`src/rtl/fir_seq_pkg.sv`:
```
// Shared types and slot constants for the U/V upsampling FIR line sequencer.
package fir_seq_pkg;

  typedef enum logic [2:0] {
    S_IDLE,
    S_LEAD_IN,
    S_COMMON,
    S_LINE_END,
    S_NEXT_LINE,
    S_DONE
  } state_e;

  localparam logic [4:0] SLOT_ENU_A   = 5'd4;
  localparam logic [4:0] SLOT_ENV_A   = 5'd5;
  localparam logic [4:0] SLOT_ENU_B   = 5'd10;
  localparam logic [4:0] SLOT_ENV_B   = 5'd11;
  localparam logic [4:0] COMMON_SLOTS = 5'd12;
  localparam logic [4:0] END_SLOTS    = 5'd18;

  typedef struct packed {
    logic sram_re;
    logic line_start;
    logic line_end;
    logic common_case;
    logic enable_U;
    logic enable_V;
    logic load_U_buffer;
    logic load_V_buffer;
    logic read_U_0;
    logic read_V_0;
    logic cycle;
    logic line_done;
    logic done;
    logic busy;
  } strobes_t;

endpackage

```
`src/rtl/fir_addr_gen.sv`:
```
// Line-base and word counters; forms the U/V SRAM word address for the next cycle.
module fir_addr_gen #(
  parameter int unsigned LINE_WORDS = 80,
  parameter logic [17:0] U_BASE     = 18'd38400,
  parameter logic [17:0] V_BASE     = 18'd57600
) (
  input  logic        CLOCK_50_I,
  input  logic        resetn,
  input  logic        frame_clr,
  input  logic        line_adv,
  input  logic        word_init,
  input  logic        word_inc,
  input  logic        sel_v,
  input  logic        use_word,
  input  logic        lead_off,
  output logic [17:0] address_next,
  output logic        last_word
);

  logic [17:0] line_base_q, line_base_d;
  logic [17:0] word_q, word_d;
  logic [17:0] offset;

  // Address is built from the next-state counters so it can be registered alongside SRAM_re.
  always_comb begin
    line_base_d = line_base_q;
    word_d      = word_q;
    if (frame_clr) begin
      line_base_d = '0;
    end else if (line_adv) begin
      line_base_d = line_base_q + 18'(LINE_WORDS);
    end
    if (word_init) begin
      word_d = 18'd2;
    end else if (word_inc) begin
      word_d = word_q + 18'd1;
    end
    offset       = use_word ? word_d : {17'd0, lead_off};
    address_next = (sel_v ? V_BASE : U_BASE) + line_base_d + offset;
  end

  assign last_word = (word_q == 18'(LINE_WORDS - 1));

  always_ff @(posedge CLOCK_50_I or negedge resetn) begin
    if (!resetn) begin
      line_base_q <= '0;
      word_q      <= '0;
    end else begin
      line_base_q <= line_base_d;
      word_q      <= word_d;
    end
  end

endmodule

```
`src/rtl/fir_line_sequencer.sv`:
```
// Per-line sequencer for the U/V horizontal upsampling FIR: SRAM reads, buffer loads,
// shift strobes and phase flags, all registered.
module fir_line_sequencer
  import fir_seq_pkg::*;
#(
  parameter int unsigned LINE_WORDS = 80,
  parameter int unsigned NUM_LINES  = 240,
  parameter logic [17:0] U_BASE     = 18'd38400,
  parameter logic [17:0] V_BASE     = 18'd57600,
  parameter int unsigned SRAM_LAT   = 2
) (
  input  logic        CLOCK_50_I,
  input  logic        resetn,
  input  logic        start,
  input  logic        stall,
  output logic [17:0] SRAM_address,
  output logic        SRAM_re,
  output logic        line_start,
  output logic        line_end,
  output logic        common_case,
  output logic        enable_U,
  output logic        enable_V,
  output logic        load_U_buffer,
  output logic        load_V_buffer,
  output logic        read_U_0,
  output logic        read_V_0,
  output logic        cycle,
  output logic        line_done,
  output logic        done,
  output logic        busy
);

  localparam int unsigned LineW    = $clog2(NUM_LINES + 1);
  localparam logic [4:0]  SlotLat  = 5'(SRAM_LAT);
  localparam logic [4:0]  LeadLast = 5'(3 + SRAM_LAT);

  state_e             state_q, state_d;
  logic [4:0]         slot_q, slot_d;
  logic               stalled_q, stalled_d;
  logic [LineW-1:0]   line_q, line_d;
  strobes_t           strb_q, strb_d;
  logic               frame_clr, line_adv, word_init, word_inc;
  logic               sel_v, use_word, lead_off, last_word;
  logic [17:0]        address_next;

  fir_addr_gen #(
    .LINE_WORDS(LINE_WORDS),
    .U_BASE    (U_BASE),
    .V_BASE    (V_BASE)
  ) u_addr_gen (
    .CLOCK_50_I  (CLOCK_50_I),
    .resetn      (resetn),
    .frame_clr   (frame_clr),
    .line_adv    (line_adv),
    .word_init   (word_init),
    .word_inc    (word_inc),
    .sel_v       (sel_v),
    .use_word    (use_word),
    .lead_off    (lead_off),
    .address_next(address_next),
    .last_word   (last_word)
  );

  always_comb begin
    state_d   = state_q;
    slot_d    = slot_q;
    stalled_d = 1'b0;
    line_d    = line_q;
    frame_clr = 1'b0;
    line_adv  = 1'b0;
    word_init = 1'b0;
    word_inc  = 1'b0;
    unique case (state_q)
      S_IDLE: begin
        if (start) begin
          state_d   = S_LEAD_IN;
          slot_d    = '0;
          line_d    = '0;
          frame_clr = 1'b1;
        end
      end
      S_LEAD_IN: begin
        if (slot_q == LeadLast) begin
          state_d   = S_COMMON;
          slot_d    = '0;
          word_init = 1'b1;
          stalled_d = stall;
        end else begin
          slot_d = slot_q + 5'd1;
        end
      end
      S_COMMON: begin
        // Stall is only taken on entry to slot 0, so no read is ever in flight across it.
        if (stalled_q) begin
          stalled_d = stall;
        end else if (slot_q == COMMON_SLOTS - 5'd1) begin
          word_inc = 1'b1;
          slot_d   = '0;
          if (last_word) begin
            state_d = S_LINE_END;
          end else begin
            stalled_d = stall;
          end
        end else begin
          slot_d = slot_q + 5'd1;
        end
      end
      S_LINE_END: begin
        if (slot_q == END_SLOTS - 5'd1) begin
          state_d  = S_NEXT_LINE;
          slot_d   = '0;
          line_d   = line_q + LineW'(1);
          line_adv = 1'b1;
        end else begin
          slot_d = slot_q + 5'd1;
        end
      end
      S_NEXT_LINE: begin
        if (line_q == LineW'(NUM_LINES)) begin
          state_d = S_DONE;
        end else if (!stall) begin
          state_d = S_LEAD_IN;
          slot_d  = '0;
        end
      end
      S_DONE:  state_d = S_IDLE;
      default: state_d = S_IDLE;
    endcase
  end

  // Outputs are decoded from the next state so the registered strobes line up with state_q.
  always_comb begin
    strb_d      = '0;
    sel_v       = 1'b0;
    use_word    = 1'b0;
    lead_off    = 1'b0;
    strb_d.busy = (state_d != S_IDLE);
    unique case (state_d)
      S_LEAD_IN: begin
        strb_d.line_start = 1'b1;
        strb_d.sram_re    = (slot_d < 5'd4);
        sel_v             = slot_d[0];
        lead_off          = slot_d[1];
        strb_d.read_U_0   = (slot_d == SlotLat);
        strb_d.read_V_0   = (slot_d == SlotLat + 5'd1);
        strb_d.enable_U   = (slot_d == SlotLat + 5'd2);
        strb_d.enable_V   = (slot_d == SlotLat + 5'd3);
      end
      S_COMMON: begin
        strb_d.common_case = 1'b1;
        if (!stalled_d) begin
          strb_d.sram_re       = (slot_d < 5'd2);
          sel_v                = slot_d[0];
          use_word             = 1'b1;
          strb_d.load_U_buffer = (slot_d == SlotLat);
          strb_d.load_V_buffer = (slot_d == SlotLat + 5'd1);
          strb_d.enable_U      = (slot_d == SLOT_ENU_A) || (slot_d == SLOT_ENU_B);
          strb_d.enable_V      = (slot_d == SLOT_ENV_A) || (slot_d == SLOT_ENV_B);
          strb_d.cycle         = (slot_d >= 5'd6);
        end
      end
      S_LINE_END: begin
        strb_d.line_end = 1'b1;
        strb_d.enable_U = (slot_d == SLOT_ENU_A) || (slot_d == SLOT_ENU_B) ||
                          (slot_d == SLOT_ENU_B + 5'd6);
        strb_d.enable_V = (slot_d == SLOT_ENV_A) || (slot_d == SLOT_ENV_B) ||
                          (slot_d == SLOT_ENV_B + 5'd6);
      end
      S_NEXT_LINE: strb_d.line_done = (state_q != S_NEXT_LINE);
      S_DONE:      strb_d.done = 1'b1;
      default:     strb_d.busy = (state_d != S_IDLE);
    endcase
  end

  always_ff @(posedge CLOCK_50_I or negedge resetn) begin
    if (!resetn) begin
      state_q      <= S_IDLE;
      slot_q       <= '0;
      stalled_q    <= 1'b0;
      line_q       <= '0;
      strb_q       <= '0;
      SRAM_address <= '0;
    end else begin
      state_q   <= state_d;
      slot_q    <= slot_d;
      stalled_q <= stalled_d;
      line_q    <= line_d;
      strb_q    <= strb_d;
      if (strb_d.sram_re) begin
        SRAM_address <= address_next;
      end
    end
  end

  assign SRAM_re       = strb_q.sram_re;
  assign line_start    = strb_q.line_start;
  assign line_end      = strb_q.line_end;
  assign common_case   = strb_q.common_case;
  assign enable_U      = strb_q.enable_U;
  assign enable_V      = strb_q.enable_V;
  assign load_U_buffer = strb_q.load_U_buffer;
  assign load_V_buffer = strb_q.load_V_buffer;
  assign read_U_0      = strb_q.read_U_0;
  assign read_V_0      = strb_q.read_V_0;
  assign cycle         = strb_q.cycle;
  assign line_done     = strb_q.line_done;
  assign done          = strb_q.done;
  assign busy          = strb_q.busy;

endmodule

```
`config.mk`:
```
export PLATFORM = sky130hd
export DESIGN_NAME = fir_line_sequencer
export DESIGN_NICKNAME = d
export VERILOG_FILES = /design/src/rtl/fir_seq_pkg.sv /design/src/rtl/fir_addr_gen.sv /design/src/rtl/fir_line_sequencer.sv
export SDC_FILE = /design/constraint.sdc
export NUM_CORES = 1
export LEC_CHECK = 0
export ABC_CLOCK_PERIOD_IN_PS = 14200
export CORE_UTILIZATION = 36
export DETAILED_ROUTE_END_ITERATION = 6
export HOLD_SLACK_MARGIN = 0.08
export PLACE_DENSITY_LB_ADDON = 0.3
export SETUP_SLACK_MARGIN = 0.3
export SLEW_MARGIN = 5
export SYNTH_ARGS = -nofsm -noshare
export SYNTH_HDL_FRONTEND = slang
export SYNTH_SLANG_ARGS = --single-unit
```
`constraint.sdc`:
```
create_clock -name CLOCK_50_I -period 14.2 [get_ports CLOCK_50_I]
set_clock_uncertainty 0.1 [all_clocks]
set_input_delay 1.42 -clock CLOCK_50_I [delete_from_list [all_inputs] [get_ports CLOCK_50_I]]
set_output_delay 1.42 -clock CLOCK_50_I [all_outputs]
set_load 0.005 [all_outputs]
```
## Yosys cells after proc, flatten, opt, wreduce, memory -nomap -nowiden

Index checks and enable logic that the tools add are counted.
Widths: inputs -> output; s select.

- Register bits after elaboration: 85
- Input port bits: 4
- Output and inout bits: 32

- Add/subtract/negate cells: 6
- Order comparisons: 3
- Equality and inequality tests: 25
- Mux-type cells: 58
- Reductions and logical operators: 8

Operator list:

| operator | count |
|---|---|
| $mux 18 | 5 |
| $add 18x18->18 | 2 |
| $mux 5 | 7 |
| $mux 1 | 25 |
| $pmux 5 s5 | 1 |
| $mux 3 | 8 |
| $add 18x1->18 const B | 1 |
| $add 18x7->18 const B | 1 |
| $eq 18x7->1 const B | 1 |
| $mux 8 | 2 |
| $pmux 8 s2 | 1 |
| $eq 5x3->1 const B | 3 |
| $eq 5x4->1 const B | 3 |
| $eq 5x5->1 const B | 3 |
| $mux 15 | 1 |
| $pmux 3 s5 | 1 |
| $eq 3x2->1 const B | 4 |
| $eq 5x2->1 const B | 2 |
| $eq 3x3->1 const B | 3 |
| $add 8x1->8 const B | 1 |
| $eq 8x8->1 const B | 1 |
| $eq 3x1->1 const B | 2 |
| $pmux 1 s2 | 3 |
| $pmux 2 s3 | 1 |
| other kinds (13) | 18 |

## Logic depth before layout (Yosys ltp)

- Depth after elaboration: 10
- Depth in mapped cells: 22
- Gate-level depth less buffers: 22

## Cells and area by module

Synthesis repeated with hierarchy kept, for this count alone.

- Cell total of the unflattened synthesis: 551
- Area total of the unflattened synthesis: 5402.7 sq um

Modules (own cells, without submodules):

| module | times used | cells each | area an instance (sq um) | seq. area each (sq um) |
|---|---|---|---|---|
| fir_addr_gen | 1 | 331 | 2947.8 | 900.9 |
| fir_line_sequencer | 1 | 220 | 2454.9 | 1226.2 |

## Least setup slack after synthesis

OpenSTA, ideal clock, no wires.

- Path type: input to register
- Start point: input start
- End point: register SRAM_address[15]
- Library setup time: 0.127 ns
- Data arrival time: 5.141 ns
- Path slack: 8.831 ns
- Stages on the path: 17
- Cells stage by stage: or2_2 -> a21oi_1 -> o32ai_1 -> a21oi_1 -> a21boi_0 -> inv_1 -> fa_1 -> inv_1 -> ha_1 -> a21o_1 -> a21oi_1 -> nand2_1 -> o21ai_0 -> o21a_1 -> o21ai_0 -> xor2_1 -> mux2_1

- Cells in the longest elaborated chain, start to end: 7
- Elaborated cells on any way between the ends: 21
- Classes of those cells: add/sub: 2; order compare: 2; eq/ne: 2; mux: 15

Ends and longest elaborated chain:

| element | RTL line | text |
|---|---|---|
| from (decl) | fir_line_sequencer.sv:14 | `input logic start,` |
| $mux 5 (*) | fir_line_sequencer.sv:75 | `if (start) begin` |
| $pmux 5 s5 (*) | fir_line_sequencer.sv:73 | `unique case (state_q)` |
| via slot_d[0] | fir_line_sequencer.sv:38 | `logic [4:0] slot_q, slot_d;` |
| $mux 1 | fir_line_sequencer.sv:151 | `if (!stalled_d) begin` |
| $pmux 1 s2 | fir_line_sequencer.sv:138 | `unique case (state_d)` |
| $mux 15 | fir_addr_gen.sv:39 | `address_next = (sel_v ? V_BASE : U_BASE) + line_base_d + offset;` |
| $add 18x18->18 (2 in a row) | fir_addr_gen.sv:39 |  |
| to (signal assigned) | fir_line_sequencer.sv:190 | `SRAM_address <= address_next;` |
| to (decl) | fir_line_sequencer.sv:16 | `output logic [17:0] SRAM_address,` |

The timed path passes the listed nets; every way through them passes the cells marked *.
A chain may end at the register's enable or synchronous reset.

## Final worst setup path

- Start point: input stall
- End point: register SRAM_address[15]

- Cells in the longest elaborated chain, start to end: 9
- Elaborated cells on any way between the ends: 26
- Classes of those cells: add/sub: 2; order compare: 2; eq/ne: 2; mux: 20

Ends and longest elaborated chain:

| element | RTL line | text |
|---|---|---|
| from (decl) | fir_line_sequencer.sv:15 | `input logic stall,` |
| $mux 1 | fir_line_sequencer.sv:99 | `if (last_word) begin` |
| $mux 1 | fir_line_sequencer.sv:96 | `end else if (slot_q == COMMON_SLOTS - 5'd1) begin` |
| $mux 1 | fir_line_sequencer.sv:94 | `if (stalled_q) begin` |
| $pmux 1 s2 | fir_line_sequencer.sv:73 |  |
| $mux 1 | fir_line_sequencer.sv:151 |  |
| $pmux 1 s2 | fir_line_sequencer.sv:138 |  |
| $mux 15 | fir_addr_gen.sv:39 |  |
| $add 18x18->18 (2 in a row) | fir_addr_gen.sv:39 |  |

Parallel ways exist; a longest one is shown, timed or not.

==> flow_metrics.py <==
metrics = {
    "run_status": {
        "outcome": "complete, no violations",
    },
    "finish": {
        "fill_cells": 1333,
        "final_cell_area_sq_um": 6060,
        "final_cells": 747,
        "area.growth.synth_to_final_pct": 15.5,
        "diodes": 0,
        "post_route_cells_drive_above_1_share_pct": 9.88,
        "nets": 606,
    },
    "setup_path": {
        "critical_path.startpoint_type": "primary input",
        "delay_of_the_slowest_cell_on_the_worst_path_ps": 690,
        "worstPathCellList": "clkdlybuf4s50_1, nor2b_1, a221oi_1, nand2_1, a21boi_0, inv_1, fa_1, inv_1, ha_1, a21o_1, a21oi_1, nand2_1, o21ai_0, o21a_1, o21ai_0, xor2_1, mux2_1",
        "critical_path_buf_inv_count": 3,
        "timing.setup.critical_path_class": "primary input to flop",
        "arrival_ps": 6560,
        "cpLargestDelayFamily": "compound AO/OA/AOI/OAI gates",
        "cpMaxStageDelayCell": "sky130_fd_sc_hd__a21boi_0",
        "worstPathRequired_ps": 14330,
        "critical_path.max_fanout": 13,
        "critical_path.endpoint_type": "flop",
    },
    "global_route": {
        "first_pass_grt_wire_length_microns": 18800,
        "antenna_violations_before_repair": 0,
        "gr-max-usage-layer": "met2",
        "grt-ovfl-total": 0,
        "grt_util_met3_pct": 3.95,
        "grt_max_degree": 86,
        "first_global_vias": 3820,
        "grt.met2_usage_pct": 24.7,
        "grt.total_usage_pct": 16.1,
        "groute.layer.met1.usage_pct": 22.6,
    },
    "clock_network": {
        "cts_buffers": 9,
        "clk_pin_slew_ps": 70,
        "clkLatencyLatePin_ps": 350,
        "post_cts_buffers": 0,
        "cts_num_sinks": 85,
        "cts.root.buffer_cell": "sky130_fd_sc_hd__clkbuf_16",
        "ctsHoldBuffers": 0,
        "cts_htree_levels": 3,
        "tritoncts": "built",
        "cts_repair_resize_count": 0,
        "clock_tree.buffer_depth": 2,
    },
    "floorplan": {
        "num_io_pins": 36,
        "die_width_microns": 123,
        "start_util_pct": 37.4,
        "fp.coreArea_sq_um": 14000,
        "fp.dieH_microns": 123,
        "num_rows": 43,
        "die_area_sq_um": 15100,
    },
    "pwr": {
        "powerDensity_nw_per_um2": 190,
        "vdd_ir_drop_max_v": 0.0000978,
        "static_leakage_uw": 0.00280,
        "total_power_uw": 1150,
    },
    "synth": {
        "netlist_instances": 528,
        "syn_nets": 572,
        "number_of_synthesis_warnings": 0,
        "top_ff_cell_synth": "sky130_fd_sc_hd__dfrtp_1",
        "post_synth.cell_area_avg_sq_um": 9.93,
        "synth-edff-count": 0,
        "synth_top_cell_area_share_pct": 40.6,
        "synth.distinct_cells": 72,
        "ffs_w_async_s_r_synth_pct": 100,
        "synth-seq-area-share_pct": 40.6,
        "synth_area_sq_um": 5250,
        "synthDominantAreaCellType": "sky130_fd_sc_hd__dfrtp_1",
        "yosys_register_bits": 85,
        "yosys-top-cells-area": "sky130_fd_sc_hd__dfrtp_1 (41%), sky130_fd_sc_hd__ha_1 (7.9%), sky130_fd_sc_hd__xor2_1 (4.3%)",
    },
    "place": {
        "hpwl_microns": 8140,
        "placement.cell_area_sq_um": 5760,
        "finalWeightedCongestion": 0.866,
        "dp.cells": 731,
        "io_buffer_count": 35,
    },
    "detailed_routing": {
        "vias_per_cell": 5.14,
        "detail_route.iter0.violations": 264,
        "drt_wl_total_microns": 11000,
        "drt.antenna.violating_nets": 0,
        "remaining_routing_drc_violations": 0,
        "firstDrtPassIters": 4,
        "detail_route.wl_per_cell_microns": 14.7,
        "num_vias": 3842,
    },
    "timing": {
        "final.hold.worst_slack_ps": 394,
        "final-setup-viol-count": 0,
        "setup_repair_after_global_routing_missed_its_margin": "false",
        "hold_fails_final_rpt": 0,
        "setup_total_negative_slack_ps": 0,
        "min_period_ps": 6420,
        "slew_violations": 0,
        "tightestPinTransition_ps": 1050,
        "portion_of_the_clock_cycle_consumed_by_the_worst_path_in_the_final_layout_pct": 45.2,
        "maxClockFrequency_mhz": 156,
        "worst_slew_margin_rel_pct": 30.2,
    },
    "flow_run": {
        "timing.max_cap.violations": 0,
    },
    "worst_hold_path": {
        "min-delay-path-class": "flop to flop",
    },
}
[cells in the mapped netlist, types with 3 or more instances]
library cell / count
sky130_fd_sc_hd__nand2b_1: 5
sky130_fd_sc_hd__a21boi_0: 3
sky130_fd_sc_hd__or3_1: 5
sky130_fd_sc_hd__o211ai_1: 5
sky130_fd_sc_hd__xnor2_1: 18
sky130_fd_sc_hd__nand2_1: 34
sky130_fd_sc_hd__xor2_1: 26
sky130_fd_sc_hd__and3_1: 7
sky130_fd_sc_hd__nand4_1: 14
sky130_fd_sc_hd__inv_1: 36
sky130_fd_sc_hd__or2_2: 10
sky130_fd_sc_hd__nand3b_1: 5
sky130_fd_sc_hd__o31ai_1: 3
sky130_fd_sc_hd__a21oi_1: 20
sky130_fd_sc_hd__nand3_1: 13
sky130_fd_sc_hd__a21o_1: 7
sky130_fd_sc_hd__and4_1: 3
sky130_fd_sc_hd__ha_1: 33
sky130_fd_sc_hd__clkbuf_1: 6
sky130_fd_sc_hd__dfrtp_1: 85
sky130_fd_sc_hd__nor2b_1: 7
sky130_fd_sc_hd__a211oi_1: 3
sky130_fd_sc_hd__and2_1: 3
sky130_fd_sc_hd__mux2i_1: 3
sky130_fd_sc_hd__mux2_1: 8
sky130_fd_sc_hd__nor3_1: 15
sky130_fd_sc_hd__mux2_2: 9
sky130_fd_sc_hd__o21a_1: 6
sky130_fd_sc_hd__buf_2: 3
sky130_fd_sc_hd__nor2_1: 55
sky130_fd_sc_hd__o21ai_0: 14
sky130_fd_sc_hd__nor4_1: 9
sky130_fd_sc_hd__fa_1: 7
[area by class of cell]
class	count	area [sq um]	area share, %
multi-input cells	392	2910	48.0
flip-flops and latches	85	2130	35.1
repair buffers	37	363	5.99
clock buffers	11	253	4.17
well taps	180	225	3.72
inverters	37	139	2.29
clock inverters	5	41.3	0.682
[metal layers]
layer | vias up | routed length (microns)
met5 | - | 0
met4 | 0 | 66
met3 | 6 | 351
met2 | 67 | 5110
met1 | 1849 | 5480
li1 | 1920 | -
[registers in the layout, summed over array words and instances, names as in the netlist, 3 cells and up]
signal and cells:
u_addr_gen.word_q 18, slot_q 5, u_addr_gen.line_base_q 18, line_q 8, SRAM_address 18, state_q 3
[cell families after synthesis]
logic type | synth area share (%)
buffers and inverters | 4.22
XOR/XNOR | 8.09
adder cells (fa/ha/maj) | 10.5
AND/OR/NAND/NOR | 20.8
multiplexers | 4.22
AO/OA/AOI/OAI | 11.5
flip-flops | 40.6
[metrics by stage]
stage               util, %  setup WS, ps
floorplan                 -          8830
global placement       41.0          7700
detailed placement     41.0          7370
CTS                    43.1          7740
global route           43.1          7320
finish                 43.1          7780
[path summary, 6_finish.rpt]
kind	from	end	slack [ps]	cells past startpoint
max	stall	SRAM_address[15]	7780	17
max in group asynchronous	resetn	u_addr_gen.word_q[17]	12160	1
max reg2reg	slot_q[1]	SRAM_address[15]	8330	20
min	SRAM_address[12]	SRAM_address[12]	390	1
min reg2reg	SRAM_address[12]	SRAM_address[12]	390	1
min in group asynchronous	resetn	line_q[4]	1140	1
[cells in the final DEF, fill, tap and decap left out, types with 14 or more instances in the layout]
master,count
sky130_fd_sc_hd__nand2_1,34
sky130_fd_sc_hd__o21ai_0,14
sky130_fd_sc_hd__nand4_1,14
sky130_fd_sc_hd__inv_1,36
sky130_fd_sc_hd__nor2_1,55
sky130_fd_sc_hd__xnor2_1,18
sky130_fd_sc_hd__xor2_1,26
sky130_fd_sc_hd__dfrtp_1,85
sky130_fd_sc_hd__ha_1,33
sky130_fd_sc_hd__a21oi_1,20
sky130_fd_sc_hd__clkdlybuf4s50_1,34
sky130_fd_sc_hd__nor3_1,14
[where the power goes]
group	switching, uW	internal, uW
Combinational	302	240
Clock	101	130
Sequential	69.4	310
Total	472	681
Power figures use the tool's default switching activity.
